### config.mk
export PLATFORM = sky130hd
export DESIGN_NAME = multicycle_controller_flat
export DESIGN_NICKNAME = d
export VERILOG_FILES = /design/src/rtl/multicycle_controller_if.sv /design/src/rtl/multicycle_controller.sv /design/src/flat_wrapper.sv
export SDC_FILE = /design/constraint.sdc
export NUM_CORES = 1
export LEC_CHECK = 0
export CORE_UTILIZATION = 40
export DETAILED_ROUTE_END_ITERATION = 10
export HOLD_SLACK_MARGIN = 0.12
export PLACE_DENSITY_LB_ADDON = 0.05
export SYNTH_ARGS = -nofsm -noshare
export SYNTH_HDL_FRONTEND = slang
export SYNTH_SLANG_ARGS = --single-unit
### constraint.sdc
create_clock -name clk -period 2.65 [get_ports clk]
set_input_delay 0.265 -clock clk [delete_from_list [all_inputs] [get_ports clk]]
set_output_delay 0.265 -clock clk [all_outputs]
set_load 0.02 [all_outputs]
### src/rtl/multicycle_controller_if.sv
// Bundle of control-path signals between the multicycle controller and the
// datapath. master = controller side, slave = datapath side.
interface multicycle_controller_if;
  logic [6:0] Op;
  logic       Zero;
  logic       MemReady;
  logic       PCWrite;
  logic       AdrSrc;
  logic       MemWrite;
  logic       IRWrite;
  logic [1:0] ResultSrc;
  logic [1:0] ALUSrcA;
  logic [1:0] ALUSrcB;
  logic [1:0] ALUOp;
  logic [1:0] ImmSrc;
  logic       RegWrite;
  logic       Halted;

  modport master (
    input  Op, Zero, MemReady,
    output PCWrite, AdrSrc, MemWrite, IRWrite, ResultSrc, ALUSrcA, ALUSrcB,
           ALUOp, ImmSrc, RegWrite, Halted
  );

  modport slave (
    output Op, Zero, MemReady,
    input  PCWrite, AdrSrc, MemWrite, IRWrite, ResultSrc, ALUSrcA, ALUSrcB,
           ALUOp, ImmSrc, RegWrite, Halted
  );
endinterface

### src/rtl/multicycle_controller.sv
// Main control FSM of the multicycle RV32I core.
// Sequences fetch/decode/execute/memory/writeback, stalls on MemReady in the
// memory-access states and drives the datapath selects and write strobes.
// Optional feature: define CTRL_PERF_CNT_EN to add the InstrRetired and
// StallCycles performance counters (PERF_W bits wide).
module multicycle_controller #(
  parameter bit ILLEGAL_HALT = 1'b1
`ifdef CTRL_PERF_CNT_EN
  , parameter int PERF_W = 32
`endif
) (
  input  logic                   clk,
  input  logic                   reset,
  multicycle_controller_if.master bus
`ifdef CTRL_PERF_CNT_EN
  , output logic [PERF_W-1:0]    InstrRetired
  , output logic [PERF_W-1:0]    StallCycles
`endif
);

  localparam logic [3:0] S_FETCH    = 4'd0;
  localparam logic [3:0] S_DECODE   = 4'd1;
  localparam logic [3:0] S_MEMADR   = 4'd2;
  localparam logic [3:0] S_MEMREAD  = 4'd3;
  localparam logic [3:0] S_MEMWB    = 4'd4;
  localparam logic [3:0] S_MEMWRITE = 4'd5;
  localparam logic [3:0] S_EXECR    = 4'd6;
  localparam logic [3:0] S_EXECI    = 4'd7;
  localparam logic [3:0] S_ALUWB    = 4'd8;
  localparam logic [3:0] S_JAL      = 4'd9;
  localparam logic [3:0] S_BEQ      = 4'd10;
  localparam logic [3:0] S_HALT     = 4'd11;

  localparam logic [6:0] OP_LW   = 7'b0000011;
  localparam logic [6:0] OP_SW   = 7'b0100011;
  localparam logic [6:0] OP_R    = 7'b0110011;
  localparam logic [6:0] OP_I    = 7'b0010011;
  localparam logic [6:0] OP_JAL  = 7'b1101111;
  localparam logic [6:0] OP_BEQ  = 7'b1100011;

  logic [3:0] state_q, state_d;
  logic       pc_update, branch, ir_write, mem_write, reg_write, adr_src, halted;
  logic [1:0] result_src, alu_src_a, alu_src_b, alu_op, imm_src;

  // Next-state selection and Moore decode of the datapath controls.
  always_comb begin
    state_d    = state_q;
    pc_update  = 1'b0;
    branch     = 1'b0;
    ir_write   = 1'b0;
    mem_write  = 1'b0;
    reg_write  = 1'b0;
    adr_src    = 1'b0;
    halted     = 1'b0;
    result_src = 2'b00;
    alu_src_a  = 2'b00;
    alu_src_b  = 2'b00;
    alu_op     = 2'b00;
    case (state_q)
      S_FETCH: begin
        alu_src_b  = 2'b10;
        result_src = 2'b10;
        ir_write   = bus.MemReady;
        pc_update  = bus.MemReady;
        if (bus.MemReady) state_d = S_DECODE;
      end
      S_DECODE: begin
        alu_src_a = 2'b01;
        alu_src_b = 2'b01;
        case (bus.Op)
          OP_LW, OP_SW: state_d = S_MEMADR;
          OP_R:         state_d = S_EXECR;
          OP_I:         state_d = S_EXECI;
          OP_JAL:       state_d = S_JAL;
          OP_BEQ:       state_d = S_BEQ;
          default:      state_d = ILLEGAL_HALT ? S_HALT : S_FETCH;
        endcase
      end
      S_MEMADR: begin
        alu_src_a = 2'b10;
        alu_src_b = 2'b01;
        state_d   = bus.Op[5] ? S_MEMWRITE : S_MEMREAD;
      end
      S_MEMREAD: begin
        adr_src = 1'b1;
        if (bus.MemReady) state_d = S_MEMWB;
      end
      S_MEMWB: begin
        result_src = 2'b01;
        reg_write  = 1'b1;
        state_d    = S_FETCH;
      end
      S_MEMWRITE: begin
        adr_src   = 1'b1;
        mem_write = 1'b1;
        if (bus.MemReady) state_d = S_FETCH;
      end
      S_EXECR: begin
        alu_src_a = 2'b10;
        alu_op    = 2'b10;
        state_d   = S_ALUWB;
      end
      S_EXECI: begin
        alu_src_a = 2'b10;
        alu_src_b = 2'b01;
        alu_op    = 2'b10;
        state_d   = S_ALUWB;
      end
      S_ALUWB: begin
        reg_write = 1'b1;
        state_d   = S_FETCH;
      end
      S_JAL: begin
        alu_src_a = 2'b01;
        alu_src_b = 2'b10;
        pc_update = 1'b1;
        state_d   = S_ALUWB;
      end
      S_BEQ: begin
        alu_src_a = 2'b10;
        alu_op    = 2'b01;
        branch    = 1'b1;
        state_d   = S_FETCH;
      end
      S_HALT: begin
        halted  = 1'b1;
        state_d = S_HALT;
      end
      default: state_d = S_FETCH;
    endcase
  end

  // Immediate format depends only on the opcode currently in the IR.
  always_comb begin
    case (bus.Op)
      OP_SW:   imm_src = 2'b01;
      OP_BEQ:  imm_src = 2'b10;
      OP_JAL:  imm_src = 2'b11;
      default: imm_src = 2'b00;
    endcase
  end

  // State register; reset aborts any instruction in flight.
  always_ff @(posedge clk) begin
    if (reset) state_q <= S_FETCH;
    else       state_q <= state_d;
  end

  assign bus.PCWrite   = ~reset & (pc_update | (branch & bus.Zero));
  assign bus.IRWrite   = ~reset & ir_write;
  assign bus.MemWrite  = ~reset & mem_write;
  assign bus.RegWrite  = ~reset & reg_write;
  assign bus.AdrSrc    = adr_src;
  assign bus.ResultSrc = result_src;
  assign bus.ALUSrcA   = alu_src_a;
  assign bus.ALUSrcB   = alu_src_b;
  assign bus.ALUOp     = alu_op;
  assign bus.ImmSrc    = imm_src;
  assign bus.Halted    = halted;

`ifdef CTRL_PERF_CNT_EN
  logic [PERF_W-1:0] instr_retired_q, instr_retired_d;
  logic [PERF_W-1:0] stall_cycles_q, stall_cycles_d;
  logic              retire_now, stall_now;

  // An instruction retires whenever the FSM re-enters FETCH; a stall is any
  // cycle spent waiting on the memory in a MemReady-sensitive state.
  always_comb begin
    retire_now = (state_q != S_FETCH) && (state_d == S_FETCH);
    stall_now  = ~bus.MemReady &&
                 ((state_q == S_FETCH) || (state_q == S_MEMREAD) || (state_q == S_MEMWRITE));
    instr_retired_d = instr_retired_q + {{(PERF_W-1){1'b0}}, retire_now};
    stall_cycles_d  = stall_cycles_q + {{(PERF_W-1){1'b0}}, stall_now};
  end

  // Counter registers, cleared by reset and wrapping naturally.
  always_ff @(posedge clk) begin
    if (reset) begin
      instr_retired_q <= '0;
      stall_cycles_q  <= '0;
    end else begin
      instr_retired_q <= instr_retired_d;
      stall_cycles_q  <= stall_cycles_d;
    end
  end

  assign InstrRetired = instr_retired_q;
  assign StallCycles  = stall_cycles_q;
`endif

endmodule

### src/flat_wrapper.sv
// flat-port wrapper written by rule: the top's interface ports become plain ports
module multicycle_controller_flat 
#(
  parameter bit ILLEGAL_HALT = 1'b1

)
  (clk, reset, bus_Op, bus_Zero, bus_MemReady, bus_PCWrite, bus_AdrSrc, bus_MemWrite, bus_IRWrite, bus_ResultSrc, bus_ALUSrcA, bus_ALUSrcB, bus_ALUOp, bus_ImmSrc, bus_RegWrite, bus_Halted);
  multicycle_controller_if bus_i ();
  input  logic clk;
  input  logic reset;
  input wire logic [$bits(bus_i.Op)-1:0] bus_Op;
  input wire logic [$bits(bus_i.Zero)-1:0] bus_Zero;
  input wire logic [$bits(bus_i.MemReady)-1:0] bus_MemReady;
  output wire logic [$bits(bus_i.PCWrite)-1:0] bus_PCWrite;
  output wire logic [$bits(bus_i.AdrSrc)-1:0] bus_AdrSrc;
  output wire logic [$bits(bus_i.MemWrite)-1:0] bus_MemWrite;
  output wire logic [$bits(bus_i.IRWrite)-1:0] bus_IRWrite;
  output wire logic [$bits(bus_i.ResultSrc)-1:0] bus_ResultSrc;
  output wire logic [$bits(bus_i.ALUSrcA)-1:0] bus_ALUSrcA;
  output wire logic [$bits(bus_i.ALUSrcB)-1:0] bus_ALUSrcB;
  output wire logic [$bits(bus_i.ALUOp)-1:0] bus_ALUOp;
  output wire logic [$bits(bus_i.ImmSrc)-1:0] bus_ImmSrc;
  output wire logic [$bits(bus_i.RegWrite)-1:0] bus_RegWrite;
  output wire logic [$bits(bus_i.Halted)-1:0] bus_Halted;
  assign bus_i.Op = bus_Op;
  assign bus_i.Zero = bus_Zero;
  assign bus_i.MemReady = bus_MemReady;
  assign bus_PCWrite = bus_i.PCWrite;
  assign bus_AdrSrc = bus_i.AdrSrc;
  assign bus_MemWrite = bus_i.MemWrite;
  assign bus_IRWrite = bus_i.IRWrite;
  assign bus_ResultSrc = bus_i.ResultSrc;
  assign bus_ALUSrcA = bus_i.ALUSrcA;
  assign bus_ALUSrcB = bus_i.ALUSrcB;
  assign bus_ALUOp = bus_i.ALUOp;
  assign bus_ImmSrc = bus_i.ImmSrc;
  assign bus_RegWrite = bus_i.RegWrite;
  assign bus_Halted = bus_i.Halted;
  multicycle_controller #(.ILLEGAL_HALT(ILLEGAL_HALT)) u_core (.clk(clk), .reset(reset), .bus(bus_i));
endmodule
==> metrics.md <==
| Metric | Value |
|---|---|
| Outcome | `finished, final reports clean` |
| Share of cells above drive strength 1 | `approximately a tenth` |
| Count leader, synth | `nor2_1` |
| Critical Path AT | `2190 ps` |
| # clock sinks | `4` |
| Clk_lat worst skew | `230 ps` |
| Post-Syn Area | `591 µm²` |
| Drt total wl | `between 1000 and 1500 µm` |
| Setup CP Type | `input port to primary output` |
| Startpoint types | `input port` |
| Gr usage total | `around a fifth` |
| Post-synthesis sequential area ratio | `13.6%` |
| Number of gates resized after CTS | `0` |
| Peak Freq | `slightly above 0.4 GHz` |
| Min Tclk post-route | `about 2500 ps` |
| Area Growth Syn to Fin | `43.0%` |
| Cell count after synthesis | `~80` |
| Detailed Place HPWL | `1120 µm` |
| Vias in the first global route | `around 530` |
| DR pass1 iterations | `4` |
| Top reg by flops | `u_core.state_q` |
| Max-slew violation count | `0` |
| Die X | `40.4 µm` |
| First-pass GRT wire length | `~2300 µm` |
| Routed Antenna Nets | `0` |
| Worst hold path class | `flop to flop` |
| Largest net degree at the start of global routing | `18` |
| Fin. Hold Viols | `0` |
| Top area cells in the synthesized netlist | `dfxtp_1, a21oi_1, buf_4, nor2_1, nand2b_1` |
| CTS max path bufs | `2` |
| CTS Hold Bufs | `0` |
| MaxCap Viol Count | `0` |
| Worst Setup End Kind | `primary output` |
| Post-synth ARST share | `0%` |
| Iteration-0 DRC Markers | `15` |
| Grt met3 use | `1.67%` |
| Tightest Pin Transition | `approximately 640 ps` |
| Final period utilization | `92.7%` |
| Crit Path Max Fanout | `3` |
| Post-CTS Setup Inserts | `0` |
| Critical Path RT | `about 2400 ps` |
| Yosys warns | `0` |
| # DRC | `0` |
| Gr ovfl total | `0` |
| P_int | `just under 0.4 mW` |
| GRT Max-Usage Layer | `met2` |
| Synth top cells by count | `nor2_1, a21oi_1, nand2_1` |
| M1 GR Usage | `roughly 27%` |
| Final setup TNS | `0 ps` |
| Die area | `between 1500 and 2000 µm²` |
| GPL Wtd Cong | `0.889` |
| Die Y | `just over 40 µm` |
| Yosys cell types | `40` |
| FP Rows | `13` |
| Worst vdd ir | `~0.40 mV` |
| Slew HR | `a little under three fifths` |
| Setup Viol. Count Final | `0` |
| Utilization after layout | `a little over three fifths` |
| Mean post-synth cell area | `7.20 µm²` |
| Final net count | `117` |
| Net load switching power | `about 0.34 mW` |
| Synth top area share | `13.6%` |
| Reg clk slew, reported paths | `40 ps` |
| Synthesized flop and latch total | `4` |
| Leakage power | `0.313 nW` |
| Number of buffers added on ports | `26` |
| Via density | `5.75` |
| Mapped Nets | `93` |
| Comb pwr share | `67.3%` |
| I/O pin total | `27` |
| CTS tree | `built` |
| Seq pwr share | `22.5%` |
| Htree depth | `1` |
| Routed len/inst | `12.6 µm` |
| Antenna violations before repair | `0` |
| Number of flip-flops under the largest register name | `4` |
| CTS root buffer | `clkbuf_4` |
| Most used flip-flop cell after synthesis | `dfxtp_1` |
| Sw frac | `46.9%` |
| Largest area contributor in the netlist | `dfxtp_1` |
| Via count | `684` |
| Routing usage on met2 | `between 30% and 40%` |
| # diodes | `0` |
| Initial Util | `44.3%` |
| Clk pwr share | `between 10% and 20%` |
| Setup Skew | `about 3.5 ps` |
| CTS buffer count | `3` |
| Core area | `1330 µm²` |
| Largest regs | `u_core.state_q x4` |
| RSZ-0062 raised after global routing | `false` |
| Post-synth EDFFs | `0` |
| Cell area power density | `856 nW/µm²` |
## worst paths after layout
kind | from | endpoint | slack [ps] | cells after the start
worst max-delay path | bus_Op[2] | bus_ImmSrc[0] | 190 | 5
worst min-delay path | u_core.state_q[0] | u_core.state_q[3] | 740 | 2
worst max register to register | u_core.state_q[0] | u_core.state_q[0] | 1000 | 5
worst min register to register | u_core.state_q[0] | u_core.state_q[3] | 740 | 2
## metal layers
layer  wire [µm]  part of all wire (%)
met2         749                    50
met1         690                    46
met3          59                   3.9
met4           0                     0
met5           0                     0
## area by class of cell
type / count / area, µm²
Fill cell: 130 / 489
Sequential cell: 4 / 80.1
Inverter: 5 / 18.8
Clock buffer: 3 / 22.5
Timing Repair Buffer: 27 / 268
Tap cell: 15 / 18.8
Multi-Input combinational cell: 65 / 437
## placed cells by master (no fill, tap or decap)
cell type and instances:
clkdlybuf4s50_1 26, nor2_1 7, nand2_1 6, a21oi_1 6
inv_1 4, nand2b_1 4, nor3_1 4, dfxtp_1 4
nor4_1 3, clkbuf_4 3, or2_1 2, and3_1 2
xor2_1 2, o32ai_1 2, xnor2_1 2, o21ai_1 2
o21ai_0 2, nand3_1 2, inv_2 1, or4_4 1
nor4b_1 1, a211oi_1 1, and4b_1 1, or3_4 1
nor3b_2 1, nand3b_1 1, a32oi_1 1, nor4b_4 1
a22oi_1 1, or3_1 1, and2b_1 1, or2b_1 1
o211ai_1 1, o21bai_1 1, or4_1 1, o2bb2ai_2 1
o211a_1 1, a22o_1 1, buf_4 1
## cells by family (layout without fill, tap and decap cells)
logic type / after synthesis / in the layout / synth area share [%]
DFF: 4 / 4 / 13.6
buffers and inverters: 13 / 35 / 12.5
AOI/OAI and AO/OA: 20 / 20 / 23.7
xor gates and xnor gates: 4 / 4 / 5.93
and+or+nand+nor: 41 / 41 / 44.3
## power by group through the flow
stage | clock [mW] | combinational [mW] | sequential [mW]
final | 0.0736 | 0.487 | 0.163
after global routing | 0.0813 | 0.530 | 0.175
after CTS | 0.0758 | 0.490 | 0.163
after detailed placement | 0 | 0.489 | 0.165
after global placement | 0 | 0.484 | 0.163
after floorplan | 0 | 0.394 | 0.0917
## stage by stage
| stage | total power [mW] | hold WS, ps | instance area (µm²) | cells | worst slack, ps |
|---|---|---|---|---|---|
| after CTS | 0.729 | 753 | 845 | 119 | 169 |
| after floorplan | 0.486 | 453 | 591 | 82 | 965 |
| after detailed placement | 0.653 | 754 | 822 | 116 | 164 |
| after global routing | 0.786 | 823 | 845 | 119 | 28.0 |
| final | 0.723 | 741 | 845 | 119 | 193 |
| after global placement | 0.648 | 761 | 822 | 116 | 245 |
## critical path: stages
cell	delay (ps)
clkdlybuf4s50_1	410
or2_1	270
or3_4	350
o32ai_1	240
clkdlybuf4s50_1	650
Note: power is estimated with default switching activity, not from simulation.
